[src/rtl/aes_pkg.sv]
// Shared AES row-rotation constants: row count, legal Nb values and per-row offsets.
package aes_pkg;
  localparam int LINHAS = 4;

  function automatic bit nb_legal(input int nb);
    return (nb == 4) || (nb == 6) || (nb == 8);
  endfunction

  // Rijndael ShiftRows offsets; Nb=8 skips offset 2 for rows 2 and 3.
  function automatic int desloc_linha(input int nb, input int r);
    if (nb == 8) return (r < 2) ? r : r + 1;
    return r;
  endfunction
endpackage

[src/rtl/permuta_linhas.sv]
// Combinational (Inv)ShiftRows: byte wiring generated from desloc_linha, modo picks direction.
module permuta_linhas
  import aes_pkg::*;
#(
  parameter int NB = 4
) (
  input  logic              i_modo,
  input  logic [32*NB-1:0]  i_bloco,
  output logic [32*NB-1:0]  o_bloco
);
  localparam int W = 32*NB;

  for (genvar r = 0; r < LINHAS; r++) begin : g_lin
    localparam int OFF = desloc_linha(NB, r);
    for (genvar c = 0; c < NB; c++) begin : g_col
      localparam int SRC_C = (c + OFF) % NB;
      localparam int SRC_D = (c - OFF + NB) % NB;
      localparam int BASE  = W - 1 - r*8*NB;
      assign o_bloco[BASE - c*8 -: 8] = i_modo ? i_bloco[BASE - SRC_D*8 -: 8]
                                               : i_bloco[BASE - SRC_C*8 -: 8];
    end
  end
endmodule

[src/rtl/rotaciona_linhas_pipe.sv]
// Handshaked row-rotation stage: permute on accept, hold results in a 2-entry register FIFO.
module rotaciona_linhas_pipe
  import aes_pkg::*;
#(
  parameter int NB = 4
) (
  input  logic              clk,
  input  logic              rst,
  input  logic              ent_valid,
  output logic              ent_ready,
  input  logic              ent_modo,
  input  logic [32*NB-1:0]  ent_bloco,
  output logic              sai_valid,
  input  logic              sai_ready,
  output logic [32*NB-1:0]  sai_bloco,
  output logic [31:0]       contagem
);
  if (!nb_legal(NB)) begin : g_nb_ilegal
    $error("rotaciona_linhas_pipe: NB must be 4, 6 or 8");
  end

  logic [32*NB-1:0] w_rot;
  logic [32*NB-1:0] r_mem [2];
  logic             r_cab;
  logic             r_cau;
  logic [1:0]       r_ocup;
  logic [31:0]      r_contagem;
  logic             w_push;
  logic             w_pop;

  permuta_linhas #(.NB(NB)) u_perm (
    .i_modo  (ent_modo),
    .i_bloco (ent_bloco),
    .o_bloco (w_rot)
  );

  // ready comes from registered occupancy only, never from sai_ready
  assign ent_ready = !rst && (r_ocup != 2'd2);
  assign sai_valid = (r_ocup != 2'd0);
  assign sai_bloco = r_mem[r_cab];
  assign contagem  = r_contagem;
  assign w_push    = ent_valid && ent_ready;
  assign w_pop     = sai_valid && sai_ready;

  always_ff @(posedge clk) begin
    if (rst) begin
      r_mem[0]   <= '0;
      r_mem[1]   <= '0;
      r_cab      <= 1'b0;
      r_cau      <= 1'b0;
      r_ocup     <= 2'd0;
      r_contagem <= 32'd0;
    end else begin
      if (w_push) begin
        r_mem[r_cau] <= w_rot;
        r_cau        <= ~r_cau;
      end
      if (w_pop) begin
        r_cab      <= ~r_cab;
        r_contagem <= r_contagem + 32'd1;
      end
      r_ocup <= r_ocup + {1'b0, w_push} - {1'b0, w_pop};
    end
  end
endmodule

[config.mk]
export PLATFORM = sky130hd
export DESIGN_NAME = rotaciona_linhas_pipe
export DESIGN_NICKNAME = d
export VERILOG_FILES = /design/src/rtl/aes_pkg.sv /design/src/rtl/permuta_linhas.sv /design/src/rtl/rotaciona_linhas_pipe.sv
export SDC_FILE = /design/constraint.sdc
export NUM_CORES = 1
export LEC_CHECK = 0
export CORE_AREA = 3 3 158 160
export CTS_CLUSTER_SIZE = 24
export DETAILED_ROUTE_END_ITERATION = 8
export DIE_AREA = 0 0 161 163
export GPL_ROUTABILITY_DRIVEN = 1
export GPL_TIMING_DRIVEN = 0
export PLACE_DENSITY_LB_ADDON = 0.15
export SYNTH_ARGS = -nofsm -noshare
export SYNTH_HDL_FRONTEND = slang
export SYNTH_SLANG_ARGS = --single-unit
[constraint.sdc]
create_clock -name clk -period 12.3 [get_ports clk]
set_input_delay 2.46 -clock clk [delete_from_list [all_inputs] [get_ports clk]]
set_output_delay 2.46 -clock clk [all_outputs]
set_load 0.05 [all_outputs]
==> results of run 1 <==
[state kept, by name, indices dropped and copies added, names as in the netlist, named ones only]
register	count
contagem	32
r_mem	256
r_cab	1
r_cau	1
r_ocup	2
[cells in the final DEF, fill, tap and decap left out, drive strengths merged, types with 2 or more instances in the layout]
| cell type | count |
|---|---|
| clkdlybuf4s50 | 293 |
| mux2 | 128 |
| dfxtp | 37 |
| and2 | 128 |
| or2 | 2 |
| ha | 3 |
| inv | 9 |
| diode | 2 |
| nand3 | 8 |
| o31ai | 10 |
| or4 | 12 |
| mux2i | 64 |
| clkbuf | 84 |
| or3 | 12 |
| bufinv | 4 |
| nor2 | 141 |
| clkinv | 11 |
| nand2 | 15 |
| and3 | 3 |
| edfxtp | 256 |
| a21oi | 24 |
| buf | 17 |
| nand4 | 9 |
| xor2 | 4 |
| o21ai | 13 |
| and4 | 4 |
| xnor2 | 8 |
| nor3 | 3 |
[worst max path at each step]
stage / end / depth (start not counted) / slack (ns) / from
6_report: ent_ready / 4 / 5.63 / rst
5_1_grt: ent_ready / 4 / 5.57 / rst
4_1_cts: ent_ready / 4 / 5.64 / rst
3_5_place_dp: ent_ready / 4 / 5.65 / rst
3_3_place_gp: r_mem[0][103] / 7 / 2.74 / rst
2_1_floorplan: r_mem[1][0] / 6 / 5.49 / rst
[routing by layer]
| layer | vias to the layer above | GRT usage [%] | routed length [um] |
|---|---|---|---|
| met5 | - | 0 | 13 |
| met4 | 2 | 6.80 | 697 |
| li1 | 4121 | - | - |
| met3 | 49 | 6.77 | 2600 |
| met2 | 297 | 39.0 | 15400 |
| met1 | 4278 | 30.2 | 12600 |
[metrics by stage]
step,util [%],std cells
3_3_place_gp,69.2,1569
4_1_cts,74.0,1627
2_1_floorplan,-,957
3_5_place_dp,69.7,1573
6_report,74.0,1629
5_1_grt,74.0,1629
[cells by family (layout without fill, tap and decap cells)]
logic type | count (synthesis) | count (layout) | share of synthesized area [%]
adder cells (fa/ha/maj) | 3 | 3 | 0.290
buffers and inverters | 67 | 418 | 2.00
flip-flops | 293 | 293 | 65.1
multiplexers | 192 | 192 | 16.1
AO/OA/AOI/OAI | 51 | 51 | 2.31
AND/OR/NAND/NOR | 339 | 339 | 13.5
other | 0 | 2 | 0
XOR/XNOR | 12 | 12 | 0.811
[final cells by class]
class	instances	share of cell area (%)
flip-flops and latches	293	48.4
multi-input cells	597	24.6
repair buffers	297	17.5
clock buffers	39	4.80
well taps	319	2.29
plain buffers	58	1.29
clock inverters	15	0.991
inverters	9	0.194
diodes	2	0.0287
[power by group]
part | internal (uW) | leakage (uW) | switching, uW
Sequential | 1180 | 0.00298 | 26.6
Combinational | 384 | 0.00297 | 666
Clock | 560 | 0.000503 | 364
Total | 2130 | 0.00645 | 1060
[synth_stat cells (2+ instances only)]
cell      count
a21oi_1      24
and2_1      128
and3_1        3
and4_1        4
buf_1        12
clkbuf_1     45
dfxtp_1      37
edfxtp_1    256
ha_1          3
inv_1         9
mux2_2      128
mux2i_1      64
nand2_1      15
nand3_1       8
nand4_1       9
nor2_1      141
nor3_1        3
o21ai_0      12
o31ai_1      10
or2_2         2
or3_1        12
or4_1        11
xnor2_1       8
xor2_1        4
[critical path: cells and delay by family]
family / cells / cell delay [ns]
compound gates: 1 / 0.24
buf+inv: 3 / 1.50
==> results.sh, run 1 <==
export IMPL_seq_area_mm2=0.00843
export IMPL_layout_drive_gt1_share_pct=14.1
export IMPL_path_clk_slew_ns=0.06
export IMPL_postCtsSetupBuffers=0
export IMPL_holdWs_ns=0.493
export IMPL_worstMarginPinSlew_ns=1.28
export IMPL_synth_main_ff_cell="edfxtp_1"
export IMPL_required_ns=9.84
export IMPL_cts_tree="built"
export IMPL_clk_latency_ns=0.54
export IMPL_grt_pass1_wl_mm=48.2
export IMPL_ios=295
export IMPL_rsz0062_at_grt="no"
export IMPL_yosysUniqueCellTypes=33
export IMPL_hp_class="flip-flop to flip-flop"
export IMPL_multi_input_area_mm2=0.00428
export IMPL_critical_path_slowest_cell="clkdlybuf4s50_1"
export IMPL_crit_chain="clkdlybuf4s50_1 -> inv_1 -> o21a_1 -> clkdlybuf4s50_1"
export IMPL_r2r_cells=7
export IMPL_cp_max_fo=4
export IMPL_dpl_hpwl_mm=21.4
export IMPL_cts_sinks=293
export IMPL_areaGrowthSynthToFinish_pct=34.5
export IMPL_ys_seq_area_share_pct=65.1
export IMPL_fillers=1649
export IMPL_final_hold_violation_count=0
export IMPL_core_mm2=0.0235
export IMPL_grt_overflow=0
export IMPL_die_h_um=163
export IMPL_ff2ff_setup_slack_ns=9.06
export IMPL_vias=8747
export IMPL_vdd_drop_max_mv=0.125
export IMPL_groute_usage_overall_pct=23.4
export IMPL_synth_avg_cell_area_um2=13.5
export IMPL_wirelength_mm=31.3
export IMPL_worstPathArrival_ns=4.21
export IMPL_synth_nets=1093
export IMPL_grt_pass1_vias=9003
export IMPL_yosys_area_top_type="edfxtp_1"
export IMPL_die_w_um=161
export IMPL_cpMostUsedCell="clkdlybuf4s50_1"
export IMPL_relSlewSlack_pct=14.7
export IMPL_cts_buffers=30
export IMPL_start_util_pct=55.0
export IMPL_wire_per_inst_um=19.2
export IMPL_cp_start_kind="input pin"
export IMPL_setup_slack_ns=5.63
export IMPL_cp_end_kind="primary output"
export IMPL_netlist_area_mm2=0.0130
export IMPL_hold_start="r_cau"
export IMPL_synth_yosys_warnings=0
export IMPL_power_uw=3180
export IMPL_antenna_found_initial=3
export IMPL_drt_pre_antenna_iters=5
export IMPL_rows=56
export IMPL_finalSetupViolCount=0
export IMPL_p_per_area_mw_per_mm2=183
export IMPL_cap_violations=0
export IMPL_status="finished clean"
export IMPL_final_nets=1422
export IMPL_ctsResizeCount=0
export IMPL_hold_path_depth=2
export IMPL_cts_hold_buffers_added=0
export IMPL_clockRootBuffer="clkbuf_16"
export IMPL_min_period_ns=6.67
export IMPL_dieArea_mm2=0.0262
export IMPL_worstSetupPathType="input pin to primary output"
export IMPL_route_detailed_drc=0
export IMPL_via_per_inst=5.37
export IMPL_ys_seq_elements=293
export IMPL_max_freq_ghz=0.150
export IMPL_grt_max_degree=57
export IMPL_post_dp_cell_area_mm2=0.0164
export IMPL_reg2reg_from="r_ocup[1]"
export IMPL_pre_cts_ws_ns=5.65
export IMPL_hold_end="r_cau"
export IMPL_port_buffers=293
export IMPL_drtAntennaViolNets=0
export IMPL_slew_violations=0
export IMPL_synth_area_leaders="edfxtp_1 (59%), mux2_2 (11%), and2_1 (6.2%), dfxtp_1 (5.7%), mux2i_1 (4.9%)"
export IMPL_syn_inst=957
export IMPL_synth_async_reset_ratio_pct=0
export IMPL_skew_ns=0.0153
export IMPL_fin_crit_sh_pct=54.2
export IMPL_synth_edf_count=256
export IMPL_cellLeakagePower_uw=0.00645
export IMPL_place_gp_congestion=0.777
export IMPL_slowest_delay_ns=0.83
export IMPL_cts_max_path_buffers=3
export IMPL_drtIter0Drc=567
export IMPL_fin_area_mm2=0.0174
export IMPL_yosysTopAreaCellShare_pct=59.3
export IMPL_finalSetupTns_ns=0
export IMPL_h_tree_depth=1
export IMPL_rr_endpoint="r_mem[0][23]"
Note: power is estimated with default switching activity, not from simulation.
==> run 2: changes to the inputs <==
Settings changed: CORE_AREA 3 3 158 160 to 3 3 172 174, DIE_AREA 0 0 161 163 to 0 0 175 177.
Clock period 12.3 ns to 6.1 ns, I/O delays scaled along.
==> results.sh, run 2 (synthesis gave the netlist of run 1 again) <==
export IMPL_slew_violations=0
export IMPL_final_cells=1694
export IMPL_groute_usage_overall_pct=20.1
export IMPL_status="finished clean"
export IMPL_antenna_cells=0
export IMPL_grt_max_degree=64
export IMPL_finalSetupTns_ns=0
export IMPL_die_h_um=177
export IMPL_postLayoutCoreUtil_pct=63.0
export IMPL_wirelength_mm=31.8
export IMPL_cts_hold_buffers_added=0
export IMPL_cp_max_fo=10
export IMPL_via_per_inst=5.10
export IMPL_port_buffers=293
export IMPL_fillers=2185
export IMPL_placed_cells=1632
export IMPL_ctsResizeCount=0
export IMPL_postCtsSetupBuffers=0
export IMPL_rsz0062_at_grt="no"
export IMPL_drtIter0Drc=492
export IMPL_wire_per_inst_um=18.8
export IMPL_worstSetupPathType="flip-flop to primary output"
export IMPL_drt_pre_antenna_iters=5
export IMPL_route_detailed_drc=0
export IMPL_cap_violations=0
export IMPL_drtAntennaViolNets=0
export IMPL_dieArea_mm2=0.0310
export IMPL_cellLeakagePower_uw=0.00649
export IMPL_multi_input_area_mm2=0.00428
export IMPL_ios=295
export IMPL_hp_class="flip-flop to flip-flop"
export IMPL_max_freq_ghz=0.227
export IMPL_final_hold_violation_count=0
export IMPL_grt_overflow=0
export IMPL_path_clk_slew_ns=0.06
export IMPL_cp_end_kind="primary output"
export IMPL_worstPathArrival_ns=3.18
export IMPL_cts_buffers=34
export IMPL_finalSetupViolCount=0
export IMPL_fin_area_mm2=0.0176
export IMPL_mostFrequentLayoutCell="clkdlybuf4s50_1"
export IMPL_p_per_area_mw_per_mm2=373
export IMPL_core_mm2=0.0279
export IMPL_vdd_drop_max_mv=0.243
export IMPL_cts_sinks=293
export IMPL_clk_latency_ns=0.50
export IMPL_vias=8645
export IMPL_layout_drive_gt1_share_pct=14.0
export IMPL_dpl_hpwl_mm=21.3
export IMPL_place_gp_congestion=0.770
export IMPL_clockRootBuffer="clkbuf_16"
export IMPL_fin_crit_sh_pct=72.2
export IMPL_start_util_pct=46.4
export IMPL_cp_start_kind="flip-flop"
export IMPL_relSlewSlack_pct=18.5
export IMPL_antenna_found_initial=2
export IMPL_rows=61
export IMPL_post_dp_cell_area_mm2=0.0165
export IMPL_min_period_ns=4.40
export IMPL_cts_tree="built"
export IMPL_cts_max_path_buffers=3
export IMPL_areaGrowthSynthToFinish_pct=35.9
export IMPL_regMostFlops="r_mem"
export IMPL_required_ns=4.88
export IMPL_worstMarginPinSlew_ns=1.22
export IMPL_grt_pass1_wl_mm=48.5
export IMPL_layout_common_cells="clkdlybuf4s50_1 (293), edfxtp_1 (256), nor2_1 (141)"
export IMPL_h_tree_depth=2
export IMPL_seq_area_mm2=0.00843
export IMPL_die_w_um=175
export IMPL_largest_reg_flops=256
export IMPL_final_nets=1426
export IMPL_skew_ns=0.00522
export IMPL_grt_pass1_vias=8866
## run 2: path summary, 6_finish.rpt
| check | startpoint | end | slack [ns] | cells after the start |
|---|---|---|---|---|
| worst min register to register | contagem[21] | contagem[21] | 0.50 | 2 |
| worst max-delay path | flip-flop | sai_bloco[88] | 1.70 | 4 |
| worst max register to register | r_ocup[1] | r_mem[0][46] | 3.17 | 7 |
| worst min-delay path | contagem[21] | contagem[21] | 0.50 | 2 |
## run 2: metrics by stage
stage / total power, uW / worst slack [ns] / hold WS (ns)
2_1_floorplan: 3880 / 0.532 / 0.466
3_3_place_gp: 4610 / -2.44 / 0.474
3_5_place_dp: 4610 / 1.93 / 0.492
4_1_cts: 6640 / 1.55 / 0.501
5_1_grt: 6810 / 1.54 / 0.528
6_report: 6570 / 1.70 / 0.497
## run 2: report_power, final
part           total, uW  switching [uW]  internal (uW)
Sequential          2430            50.8           2380
Clock               2020             772           1250
Combinational       2120            1340            775
## run 2: layout make-up
class                   instances  share of cell area [%]
plain buffers                  58                    1.28
inverters                       9                   0.192
flip-flops and latches        293                    47.9
clock inverters                14                   0.810
multi-input cells             597                    24.3
repair buffers                297                    17.3
well taps                     378                    2.69
clock buffers                  48                    5.55
## run 2: critical path: stages, from the launching register on
cell             delay, ns
dfxtp_1               0.34
clkbuf_1              0.55
clkbuf_1              0.66
mux2_2                0.42
clkdlybuf4s50_1       0.71
## run 2: layer usage
layer,routed length [um],global-route usage (%),part of all wire (%)
met1,13100,25.2,41
met2,15300,33.6,48
met3,2770,6.99,8.7
met4,629,5.42,2.0
met5,21,0,0.066
==> run 3: changes to the inputs <==
Settings changed: CORE_AREA 3 3 172 174 to 3 3 164 166, DIE_AREA 0 0 175 177 to 0 0 167 169.
Clock period 6.1 ns to 4.2 ns, I/O delays scaled along.
==> results.sh, run 3 (synthesis gave the netlist of run 1 again) <==
export IMPL_status="finished clean"
export IMPL_cap_violations=0
export IMPL_layout_drive_gt1_share_pct=13.7
export IMPL_worstSetupPathType="flip-flop to primary output"
export IMPL_cp_top_family="buffers and inverters"
export IMPL_required_ns=3.36
export IMPL_setup_slack_ns=0.270
export IMPL_antenna_found_initial=3
export IMPL_port_buffers=293
export IMPL_dieArea_mm2=0.0282
export IMPL_cts_max_path_buffers=3
export IMPL_slew_violations=0
export IMPL_dpl_hpwl_mm=20.9
export IMPL_hp_class="flip-flop to flip-flop"
export IMPL_critical_path_slowest_cell="clkdlybuf4s50_1"
export IMPL_slowest_delay_ns=0.71
export IMPL_grt_overflow=0
export IMPL_place_gp_congestion=0.772
export IMPL_path_clk_slew_ns=0.06
export IMPL_groute_usage_overall_pct=21.4
export IMPL_ios=295
export IMPL_cellLeakagePower_uw=0.00639
export IMPL_max_freq_ghz=0.254
export IMPL_die_w_um=167
export IMPL_final_nets=1421
export IMPL_via_per_inst=5.26
export IMPL_clockRootBuffer="clkbuf_16"
export IMPL_cpMostUsedCell="clkbuf_1"
export IMPL_cts_buffers=31
export IMPL_p_switching_uw=3110
export IMPL_cp_end_kind="primary output"
export IMPL_final_cells=1648
export IMPL_critPathBufInv=3
export IMPL_worstPathArrival_ns=3.09
export IMPL_worstMarginPinSlew_ns=1.12
export IMPL_h_tree_depth=1
export IMPL_regMostFlops="r_mem"
export IMPL_wire_per_inst_um=18.9
export IMPL_vdd_drop_max_mv=0.381
export IMPL_cp_start_kind="flip-flop"
export IMPL_cts_tree="built"
export IMPL_power_frac_comb_pct=33.3
export IMPL_p_sw_share_pct=33.8
export IMPL_layout_common_cells="clkdlybuf4s50_1 (293), edfxtp_1 (256), nor2_1 (141)"
export IMPL_grt_pass1_wl_mm=48.0
export IMPL_core_mm2=0.0258
export IMPL_postCtsSetupBuffers=0
export IMPL_wirelength_mm=31.2
export IMPL_grt_pass1_vias=8785
export IMPL_route_detailed_drc=0
export IMPL_clk_latency_ns=0.56
export IMPL_relSlewSlack_pct=24.8
export IMPL_seqPwrFrac_pct=38.5
export IMPL_drtAntennaViolNets=0
export IMPL_drtIter0Drc=570
export IMPL_rsz0062_at_grt="no"
export IMPL_placed_cells=1587
export IMPL_rows=59
export IMPL_pre_cts_ws_ns=-0.0781
export IMPL_grt_max_degree=77
export IMPL_drt_pre_antenna_iters=5
export IMPL_largest_reg_flops=256
export IMPL_p_per_area_mw_per_mm2=529
export IMPL_min_period_ns=3.93
export IMPL_die_h_um=169
export IMPL_vias=8669
export IMPL_mostFrequentLayoutCell="clkdlybuf4s50_1"
export IMPL_crit_chain="clkbuf_1 -> clkbuf_1 -> mux2_2 -> clkdlybuf4s50_1"
export IMPL_fillers=1930
export IMPL_cp_max_fo=10
export IMPL_skew_ns=0.00954
export IMPL_start_util_pct=50.3
export IMPL_p_int_uw=6080
export IMPL_final_hold_violation_count=0
export IMPL_cts_sinks=293
export IMPL_areaGrowthSynthToFinish_pct=34.0
export IMPL_fin_crit_sh_pct=93.6
export IMPL_p_clk_share_pct=28.2
export IMPL_finalSetupViolCount=0
## run 3: path summary, 6_finish.rpt
path / endpoint / depth (start not counted) / startpoint / slack (ns)
setup / recovery: sai_bloco[122] / 4 / flip-flop / 0.27
hold reg to reg: r_cau / 2 / r_cau / 0.49
setup reg to reg: r_mem[0][108] / 7 / r_ocup[1] / 0.84
hold / removal: r_cau / 2 / r_cau / 0.49
## run 3: stage by stage
stage	utilization [%]	TNS [ns]	instance area [um2]	total power (uW)	hold slack [ns]
after global placement	63.3	-442.17	16300	6660	0.473
final	67.4	0	17400	9190	0.493
after CTS	67.4	0	17400	9270	0.496
after detailed placement	63.6	-7.28	16400	6670	0.487
after floorplan	-	0	13000	5620	0.466
after global routing	67.4	0	17400	9530	0.536
## run 3: area by class of cell
class	instances	area (um2)	share of cell area, %
diodes	3	7.51	0.0432
plain buffers	58	226	1.30
clock buffers	42	827	4.76
clock inverters	16	135	0.778
inverters	9	33.8	0.195
multi-input cells	597	4300	24.8
flip-flops and latches	293	8430	48.5
well taps	335	419	2.41
repair buffers	295	2990	17.2
## run 3: layer usage
layer,wire length [um],vias to the layer above,GRT usage [%],share of wire [%]
met1,12400,4217,26.8,40
met4,713,4,6.10,2.3
li1,-,4134,-,-
met2,15100,268,35.5,48
met3,2920,46,7.73,9.4
met5,21,-,0,0.067
## run 3: repair_timing
action                                  CTS  global route
endpoints found under the hold margin     0             0
hold buffers                              0             0
gates resized for setup                   0             2
endpoints found under the setup margin    0            18
## run 3: worst min-delay path: cells and delay by family (launching register included)
family	cells	cell delay, ns
compound gates	1	0.05
flops	1	0.33
simple gates	1	0.06
## run 3: power groups by stage
stage / registers [uW] / logic (uW) / clock network [uW]
2_1_floorplan: 3600 / 2020 / 0
3_3_place_gp: 3610 / 3050 / 0
3_5_place_dp: 3600 / 3070 / 0
4_1_cts: 3540 / 3090 / 2640
5_1_grt: 3560 / 3210 / 2770
6_report: 3540 / 3060 / 2590
